===== src/rtl/alu_ctrl_md_seq_pkg.sv =====
// Shared constants for the ALU control / MUL-DIV sequencer.
//   ALU codes, FSM state encodings (2 bits), AluOp encodings from main control.
package alu_ctrl_md_seq_pkg;

    localparam logic [4:0] ALU_ADD = 5'b00000;

    localparam logic [1:0] ST_IDLE  = 2'd0;
    localparam logic [1:0] ST_ISSUE = 2'd1;
    localparam logic [1:0] ST_WAIT  = 2'd2;
    localparam logic [1:0] ST_DONE  = 2'd3;

    localparam logic [2:0] ALUOP_MEM   = 3'b000;
    localparam logic [2:0] ALUOP_RTYPE = 3'b010;
    localparam logic [2:0] ALUOP_ITYPE = 3'b011;

    // Pass-through form of the funct fields used by most decode rows.
    function automatic logic [4:0] raw_code(input logic f70, input logic f75,
                                            input logic [2:0] f3);
        return {f70, f75, f3};
    endfunction

endpackage


===== src/rtl/alu_ctrl_md_seq_decode.sv =====
// Combinational ALU-code decode.
//   i_alu_op/i_op5/i_f70/i_f75/i_f3 : main-control AluOp, opcode bit 5, funct fields
//   o_code    : 5-bit ALU code (ADD when an M op is illegal)
//   o_is_md   : M-extension op routed to the MD unit
//   o_illegal : M-extension op seen while the M extension is disabled
module alu_ctrl_md_seq_decode
    import alu_ctrl_md_seq_pkg::*;
#(
    parameter bit ENABLE_M = 1'b1
) (
    input  logic [2:0] i_alu_op,
    input  logic       i_op5,
    input  logic       i_f70,
    input  logic       i_f75,
    input  logic [2:0] i_f3,
    output logic [4:0] o_code,
    output logic       o_is_md,
    output logic       o_illegal
);

    logic [4:0] w_code;
    logic       w_m_class;

    always_comb begin
        w_code    = raw_code(i_f70, i_f75, i_f3);
        w_m_class = 1'b0;
        casez ({i_alu_op, i_op5})
            {ALUOP_MEM, 1'b?}: w_code = ALU_ADD;
            {ALUOP_RTYPE, 1'b1}: begin
                w_code    = raw_code(i_f70, i_f75, i_f3);
                w_m_class = i_f70;
            end
            {ALUOP_ITYPE, 1'b0}: begin
                // Immediate ops: funct7[0] is part of the immediate, never meaningful.
                case (i_f3)
                    3'b000:  w_code = ALU_ADD;
                    3'b101:  w_code = {1'b0, i_f75, 3'b101};
                    default: w_code = {2'b00, i_f3};
                endcase
            end
            default: w_code = raw_code(i_f70, i_f75, i_f3);
        endcase
    end

    assign o_is_md   = w_m_class & ENABLE_M;
    assign o_illegal = w_m_class & ~ENABLE_M;
    assign o_code    = o_illegal ? ALU_ADD : w_code;

endmodule


===== src/rtl/alu_ctrl_md_seq.sv =====
// ALU control at the ID/EX boundary with RV32M multi-cycle sequencing.
//   clk, rst        : clock, synchronous active-high reset
//   id_*            : decode-stage instruction fields and valid
//   ex_flush        : kill the EX-stage op (also aborts an in-flight MD op)
//   md_done         : MD unit result ready
//   ex_alu_ctrl/ex_valid/ex_is_md : registered EX-stage op
//   md_start/md_op/md_abort/md_timeout : MD unit handshake
//   stall           : hold IF/ID while an MD op is in ISSUE/WAIT
//   illegal         : M op decoded with the M extension disabled
//
//   state | meaning
//   IDLE  | no MD op in flight, accepting
//   ISSUE | start pulse to MD unit, stalling
//   WAIT  | waiting for md_done, counting toward timeout
//   DONE  | result cycle, accepting the next op
module alu_ctrl_md_seq
    import alu_ctrl_md_seq_pkg::*;
#(
    parameter int CTRL_W     = 5,
    parameter bit ENABLE_M   = 1'b1,
    parameter int MD_TIMEOUT = 64,
    parameter int CNT_W      = $clog2(MD_TIMEOUT + 1)
) (
    input  logic              clk,
    input  logic              rst,
    input  logic              id_valid,
    input  logic              id_op5,
    input  logic              id_func70,
    input  logic              id_func75,
    input  logic [2:0]        id_func3,
    input  logic [2:0]        id_alu_op,
    input  logic              ex_flush,
    input  logic              md_done,
    output logic [CTRL_W-1:0] ex_alu_ctrl,
    output logic              ex_valid,
    output logic              ex_is_md,
    output logic              md_start,
    output logic [2:0]        md_op,
    output logic              md_abort,
    output logic              stall,
    output logic              md_timeout,
    output logic              illegal
);

    localparam logic [CNT_W-1:0] CNT_LAST = CNT_W'(MD_TIMEOUT - 1);

    logic [4:0]        w_code;
    logic              w_is_md;
    logic              w_illegal;
    logic              w_accept;
    logic              w_in_md;

    logic [1:0]        r_state;
    logic [CNT_W-1:0]  r_cnt;
    logic [CTRL_W-1:0] r_ex_alu_ctrl;
    logic              r_ex_valid;
    logic              r_ex_is_md;
    logic [2:0]        r_md_op;
    logic              r_md_timeout;
    logic              r_illegal;

    alu_ctrl_md_seq_decode #(.ENABLE_M(ENABLE_M)) u_decode (
        .i_alu_op  (id_alu_op),
        .i_op5     (id_op5),
        .i_f70     (id_func70),
        .i_f75     (id_func75),
        .i_f3      (id_func3),
        .o_code    (w_code),
        .o_is_md   (w_is_md),
        .o_illegal (w_illegal)
    );

    assign w_in_md  = (r_state == ST_ISSUE) || (r_state == ST_WAIT);
    assign w_accept = id_valid && !ex_flush && !w_in_md;

    always_ff @(posedge clk) begin
        if (rst) begin
            r_state       <= ST_IDLE;
            r_cnt         <= '0;
            r_ex_alu_ctrl <= '0;
            r_ex_valid    <= 1'b0;
            r_ex_is_md    <= 1'b0;
            r_md_op       <= 3'b000;
            r_md_timeout  <= 1'b0;
            r_illegal     <= 1'b0;
        end else begin
            r_md_timeout <= 1'b0;
            r_illegal    <= 1'b0;
            if (ex_flush) begin
                r_state    <= ST_IDLE;
                r_cnt      <= '0;
                r_ex_valid <= 1'b0;
                r_ex_is_md <= 1'b0;
            end else begin
                case (r_state)
                    ST_ISSUE: begin
                        r_cnt   <= '0;
                        r_state <= md_done ? ST_DONE : ST_WAIT;
                    end
                    ST_WAIT: begin
                        if (md_done) begin
                            r_state <= ST_DONE;
                        end else if (r_cnt == CNT_LAST) begin
                            r_state      <= ST_IDLE;
                            r_ex_valid   <= 1'b0;
                            r_ex_is_md   <= 1'b0;
                            r_md_timeout <= 1'b1;
                        end else begin
                            r_cnt <= r_cnt + 1'b1;
                        end
                    end
                    default: begin
                        // IDLE and DONE both accept; DONE may chain straight into ISSUE.
                        r_ex_valid <= w_accept;
                        r_ex_is_md <= w_accept && w_is_md;
                        r_state    <= (w_accept && w_is_md) ? ST_ISSUE : ST_IDLE;
                        if (w_accept) begin
                            r_ex_alu_ctrl <= CTRL_W'(w_code);
                            r_illegal     <= w_illegal;
                            if (w_is_md) r_md_op <= id_func3;
                        end
                    end
                endcase
            end
        end
    end

    assign ex_alu_ctrl = r_ex_alu_ctrl;
    assign ex_valid    = r_ex_valid;
    assign ex_is_md    = r_ex_is_md;
    assign md_op       = r_md_op;
    assign md_timeout  = r_md_timeout;
    assign illegal     = r_illegal;
    assign stall       = w_in_md;
    assign md_start    = (r_state == ST_ISSUE);
    // Abort must coincide with the flush so the MD unit drops the op in the same cycle.
    assign md_abort    = ex_flush && w_in_md;

endmodule


===== config.mk =====
export PLATFORM = sky130hd
export DESIGN_NAME = alu_ctrl_md_seq
export DESIGN_NICKNAME = d
export VERILOG_FILES = /design/src/rtl/alu_ctrl_md_seq_pkg.sv /design/src/rtl/alu_ctrl_md_seq_decode.sv /design/src/rtl/alu_ctrl_md_seq.sv
export SDC_FILE = /design/constraint.sdc
export NUM_CORES = 1
export LEC_CHECK = 0
export ABC_AREA = 1
export CORE_UTILIZATION = 30
export CTS_CLUSTER_DIAMETER = 120
export DETAILED_ROUTE_END_ITERATION = 8
export REMOVE_ABC_BUFFERS = 1
export SLEW_MARGIN = 20
export SYNTH_ARGS = -nofsm -noshare
export SYNTH_HDL_FRONTEND = slang
export SYNTH_SLANG_ARGS = --single-unit
export TNS_END_PERCENT = 5

===== constraint.sdc =====
create_clock -name clk -period 1.8 [get_ports clk]
set_input_delay 0.27 -clock clk [delete_from_list [all_inputs] [get_ports clk]]
set_output_delay 0.27 -clock clk [all_outputs]
set_load 0.02 [all_outputs]

* Word level (Yosys, flattened, before mapping) *
Index checks and enable logic that the tools add are counted.

cells by class
  $add $sub $neg = 1
  mux-type cells = 16
  equality and inequality tests = 10
  bitwise logic cells = 4
  reductions and logical operators = 17

operators with widths
  operator               count
  $mux W7                2
  $pmux W7 S2            1
  $pmux W5 S2            1
  $reduce_and A3 Y1      3
  $eq A4 B3 Y1 const B   2
  $pmux W4 S2            1
  $add A7 B1 Y7 const B  1
  $eq A7 B6 Y1 const B   1
  $logic_not A3 Y1       2
  $mux W1                6
  $logic_and A1 B1 Y1    4
  $mux W2                2
  $ne A2 B2 Y1 const B   2
  $not A1 Y1             4
  $pmux W1 S2            2
  $pmux W2 S2            1
  $reduce_and A4 Y1      1
  $reduce_or A2 Y1       2
  $reduce_or A4 Y1       1
  $eq A3 B3 Y1 const B   1
  $ne A3 B2 Y1 const B   1
  $eq A2 B1 Y1 const B   1
  $eq A2 B2 Y1 const B   1
  $logic_not A1 Y1       2
  other kinds (3)        3

storage, ports and cells
  output and inout bits = 15
  bits in registers = 20
  bits of input ports = 14

* Depth between registers and ports, before layout *
  word-level depth = 7
  gate-level depth with buffers = 9
  mapped depth without buffers = 9

* By module *
Synthesis repeated with hierarchy kept, for this count alone.

second synthesis, totals
  cell total of the unflattened synthesis = 163
  area total of the unflattened synthesis = 1,142.3 um2

modules (own cells, without submodules)
  module                  cells each  times used  area each (um2)  seq. area each (um2)
  alu_ctrl_md_seq         132         1           1,009.7          420.4
  alu_ctrl_md_seq_decode  31          1           132.6            0.0

* Worst setup path before layout *
Ideal clock, no wire load.

  path kind = reg-to-reg
  start = register r_state[0]
  end = register r_md_op[0] (netlist: md_op[0])
  setup time = 0.116 ns
  path slack = 0.424 ns
  stages on the path, launching flop included = 8
  period minus slack after synthesis = 1.376 ns
  data arrival time = 1.260 ns
  buffers on the path = 0
  path through = dfxtp_1 > inv_1 > ha_1 > nand3_2 > nor2_4 > nand2_1 > o21ai_0 > nor2_1

between the ends
  cells in the longest elaborated chain, start to end = 5
  elaborated cells between the ends (all ways) = 8
  classes of those cells = eq/ne: 2; bitwise: 1; reduce/logical: 5

RTL lines
  element                                              RTL line                                      source
  start, declared                                      alu_ctrl_md_seq.sv:53                         logic [1:0] r_state;
  start signal, assigned                               alu_ctrl_md_seq.sv:98                         r_state <= md_done ? ST_DONE : ST_WAIT;
  start signal, assigned                               alu_ctrl_md_seq.sv:116                        r_state <= (w_accept && w_is_md) ? ST_ISSUE : ST_IDLE;
  $eq A2 B1 Y1 / $eq A2 B2 Y1 (equally long branches)  alu_ctrl_md_seq.sv:73, alu_ctrl_md_seq.sv:95
  $logic_or A1 B1 Y1                                   alu_ctrl_md_seq.sv:73                         assign w_in_md = (r_state == ST_ISSUE) || (r_state == ST_WAIT);
  $logic_not A1 Y1                                     alu_ctrl_md_seq.sv:74                         assign w_accept = id_valid && !ex_flush && !w_in_md;
  $logic_and A1 B1 Y1                                  alu_ctrl_md_seq.sv:74
  $reduce_and A4 Y1 (no line) *                        n/a
  end signal, assigned                                 alu_ctrl_md_seq.sv:120                        if (w_is_md) r_md_op <= id_func3;
  end, declared                                        alu_ctrl_md_seq.sv:58                         logic [2:0] r_md_op;

Mark *: on every way between the ends. The rest lies on a longest branch, timed or not.
A chain may end at the register's enable or synchronous reset.

* Worst setup path in the final report *
  start = register r_state[0]
  end = output port stall

between the ends
  cells in the longest elaborated chain, start to end = 2
  elaborated cells between the ends (all ways) = 3
  classes of those cells = eq/ne: 2; reduce/logical: 1

RTL lines
  element                                              RTL line               source
  $eq A2 B1 Y1 / $eq A2 B2 Y1 (equally long branches)  alu_ctrl_md_seq.sv:73
  $logic_or A1 B1 Y1 *                                 alu_ctrl_md_seq.sv:73
  end, declared                                        alu_ctrl_md_seq.sv:40  output logic stall,

Marked as above.

==> metrics.cfg <==
[placed_design]
dp_hpwl_mm=1.874
routabilityCongestion=0.7614
io_buffers=27
dp.cells=213

[logic_synthesis]
synth-seq-cells=20
synth_edf_count=0
synth_area_leaders=dfxtp_1, a21oi_1, nand2_1
yosysUniqueCellTypes=22
yosysSeqAreaShare=0.4000
async_flop_share=0
netlist_area_sq_um=1001
yosysTopAreaCell=dfxtp_1
yosysTopAreaCellShare=0.4000
synth_cells=139
synth-main-ff-cell=dfxtp_1
yosys-top-cells-count=dfxtp_1, nand2_1, inv_1, nor2_1, a21oi_1
yosys_warnings=0
syn_avg_cell_area_sq_um=7.201

[floorplan]
dieHeight_um=59.76
dieArea_sq_um=3571
die_w_um=59.76
coreArea_sq_um=3103
fp-row-count=20
ios=29
initial_utilization=0.3226

[sta]
finalCriticalPeriod_ps=1716
clock_skew_ps=9.438
rsz0062_at_grt=false
fmaxAchievable_mhz=582.6
drv_slew=0
setup_viol=0
period_share=0.9536
finalHoldViolations=0
tns_ps=0

[global_routing]
antenna_found_initial=0
grt_pass1_wl_mm=4.209
grt_use_total=0.1553
overflow=0
grt_max_degree=12
grt_pass1_vias=1026

[final_layout]
register_area_sq_um=400.4
multi_input_area_sq_um=518.0
drive_gt1_frac=0.1156
fin_nets=191
num_antenna_cells=0
final_cells=217
fillers=335
areaGrowthSynthToFinish_pct=37.75

[clock_network]
clkSlewWorstSetupHoldPaths_ps=120
clk_latency_ps=300
cts_buffers=3
clock_sinks=20
post_cts_buffers=0
clock_path_buffers=2
cts_tree=yes
ctsHtreeMaxLevel=1
root_buffer=clkbuf_4

[critical_path]
rr_endpoint=md_op[0]
r2r_start=r_state[0]
worstSetupStartpointType=flip-flop
path_common_cell=inv_1
cp_cell_sequence=inv_1, ha_1, inv_1, clkdlybuf4s15_1
r2r_cells=7
crit_arrival_ps=1450
slowest_delay_ps=370
cpLargestDelayFamily=buffers and inverters
slowest_stage=dfxtp_1
required_ps=1530
r2r_slack_ps=200
endpoint_kind=output pin
critPathLaunch=r_state[0]
worstSetupPathType=reg2out
cp.buffers_inverters=3
crit_fanout=4

[run_status]
status=complete, no violations

[power_and_ir_drop]
total_leakage_power_nw=0.5456
power.total_w=0.0008294
power_density_nw_per_um2=601.5
ir_drop_mv=0.2583

[min_path]
whs_endpoint=ex_valid
hp-start=ex_valid
min_path_type=reg2reg
hold_depth=2

[route]
drcViolationCount=0
dr.pass1.iters=4
drt_iter0_drc=40
drt.antenna.violating_nets=0
avgRoutedWirePerCell_um=10.55
wl_mm=2.289
via_count=981
viasPerCell=4.521

[run]
drv_cap=0

==> metrics by stage <==
step / cell area [sq um] / hold WS (ps) / setup WS (ps) / util
2_1_floorplan: 993.5 / 339.1 / 424.0 / -
3_3_place_gp: 1349 / 455.3 / 43.29 / 0.4347
3_5_place_dp: 1349 / 460.2 / 51.23 / 0.4347
4_1_cts: 1383 / 476.5 / 12.55 / 0.4456
5_1_grt: 1379 / 493.3 / 0.4050 / 0.4444
6_report: 1379 / 471.9 / 83.50 / 0.4444
==> placed cells by master (no fill, tap or decap), drive strengths merged <==
| master | synthesis | layout |
|---|---|---|
| a21oi | 18 | 18 |
| a22oi | 1 | 1 |
| buf | 1 | 4 |
| clkbuf | 0 | 5 |
| clkdlybuf4s15 | 0 | 1 |
| clkdlybuf4s50 | 0 | 24 |
| conb | 1 | 1 |
| dfxtp | 20 | 20 |
| dlygate4sd2 | 0 | 1 |
| ha | 3 | 3 |
| inv | 20 | 20 |
| nand2 | 24 | 24 |
| nand3 | 9 | 9 |
| nand3b | 2 | 2 |
| nor2 | 24 | 24 |
| nor3 | 2 | 2 |
| o2111ai | 1 | 1 |
| o21ai | 12 | 12 |
| o21bai | 1 | 1 |
==> report_power, final <==
part | internal (W) | leakage (nW) | switching (W)
Combinational | 0.0000552 | 0.363 | 0.0000538
Clock | 0.000123 | 0.0210 | 0.000142
Sequential | 0.000451 | 0.162 | 0.00000412
==> sequential cells by signal (all words and copies together) (netlist names) <==
| register | count |
|---|---|
| ex_alu_ctrl | 5 |
| ex_is_md | 1 |
| r_cnt | 7 |
| ex_valid | 1 |
| r_state | 2 |
| md_timeout | 1 |
| md_op | 3 |
==> layout make-up <==
type,count,area share
Inverter,20,0.05445
Sequential cell,20,0.2904
Clock buffer,4,0.02632
Timing Repair Buffer,31,0.2132
Tap cell,44,0.03993
Multi-Input combinational cell,98,0.3757
==> tightest hold or removal path, cell delays in order (launching register included) <==
cell,delay (ps)
dfxtp_1,330
nand2_1,60
a21oi_1,50
==> timing repair <==
item                       CTS  global route
cloned                       0             0
resized for setup            4             2
hold buffers                 0             0
setup endpoints to repair    3             2
==> how the worst max path moves through the flow <==
stage | endpoint | cells past startpoint
after global routing | stall | 4
final | stall | 4
after floorplan | md_op[0] | 7
after detailed placement | md_abort | 4
after global placement | md_abort | 4
after CTS | md_abort | 4
==> kinds of logic (layout without fill, tap and decap cells) <==
group	after synthesis	count (layout)	share of synthesized area
other	1	1	0.003746
AOI/OAI and AO/OA	33	33	0.1738
DFF	20	20	0.4000
buffers and inverters	21	55	0.08250
adders and majority gates	3	3	0.03750
and+or+nand+nor	61	61	0.3025
==> metal layers <==
metal | part of all wire | track usage
met5 | 0 | 0
met4 | 0.0044 | 0.02990
met3 | 0.045 | 0.04762
met2 | 0.51 | 0.3032
met1 | 0.44 | 0.1607
Note: power is estimated with default switching activity, not from simulation.
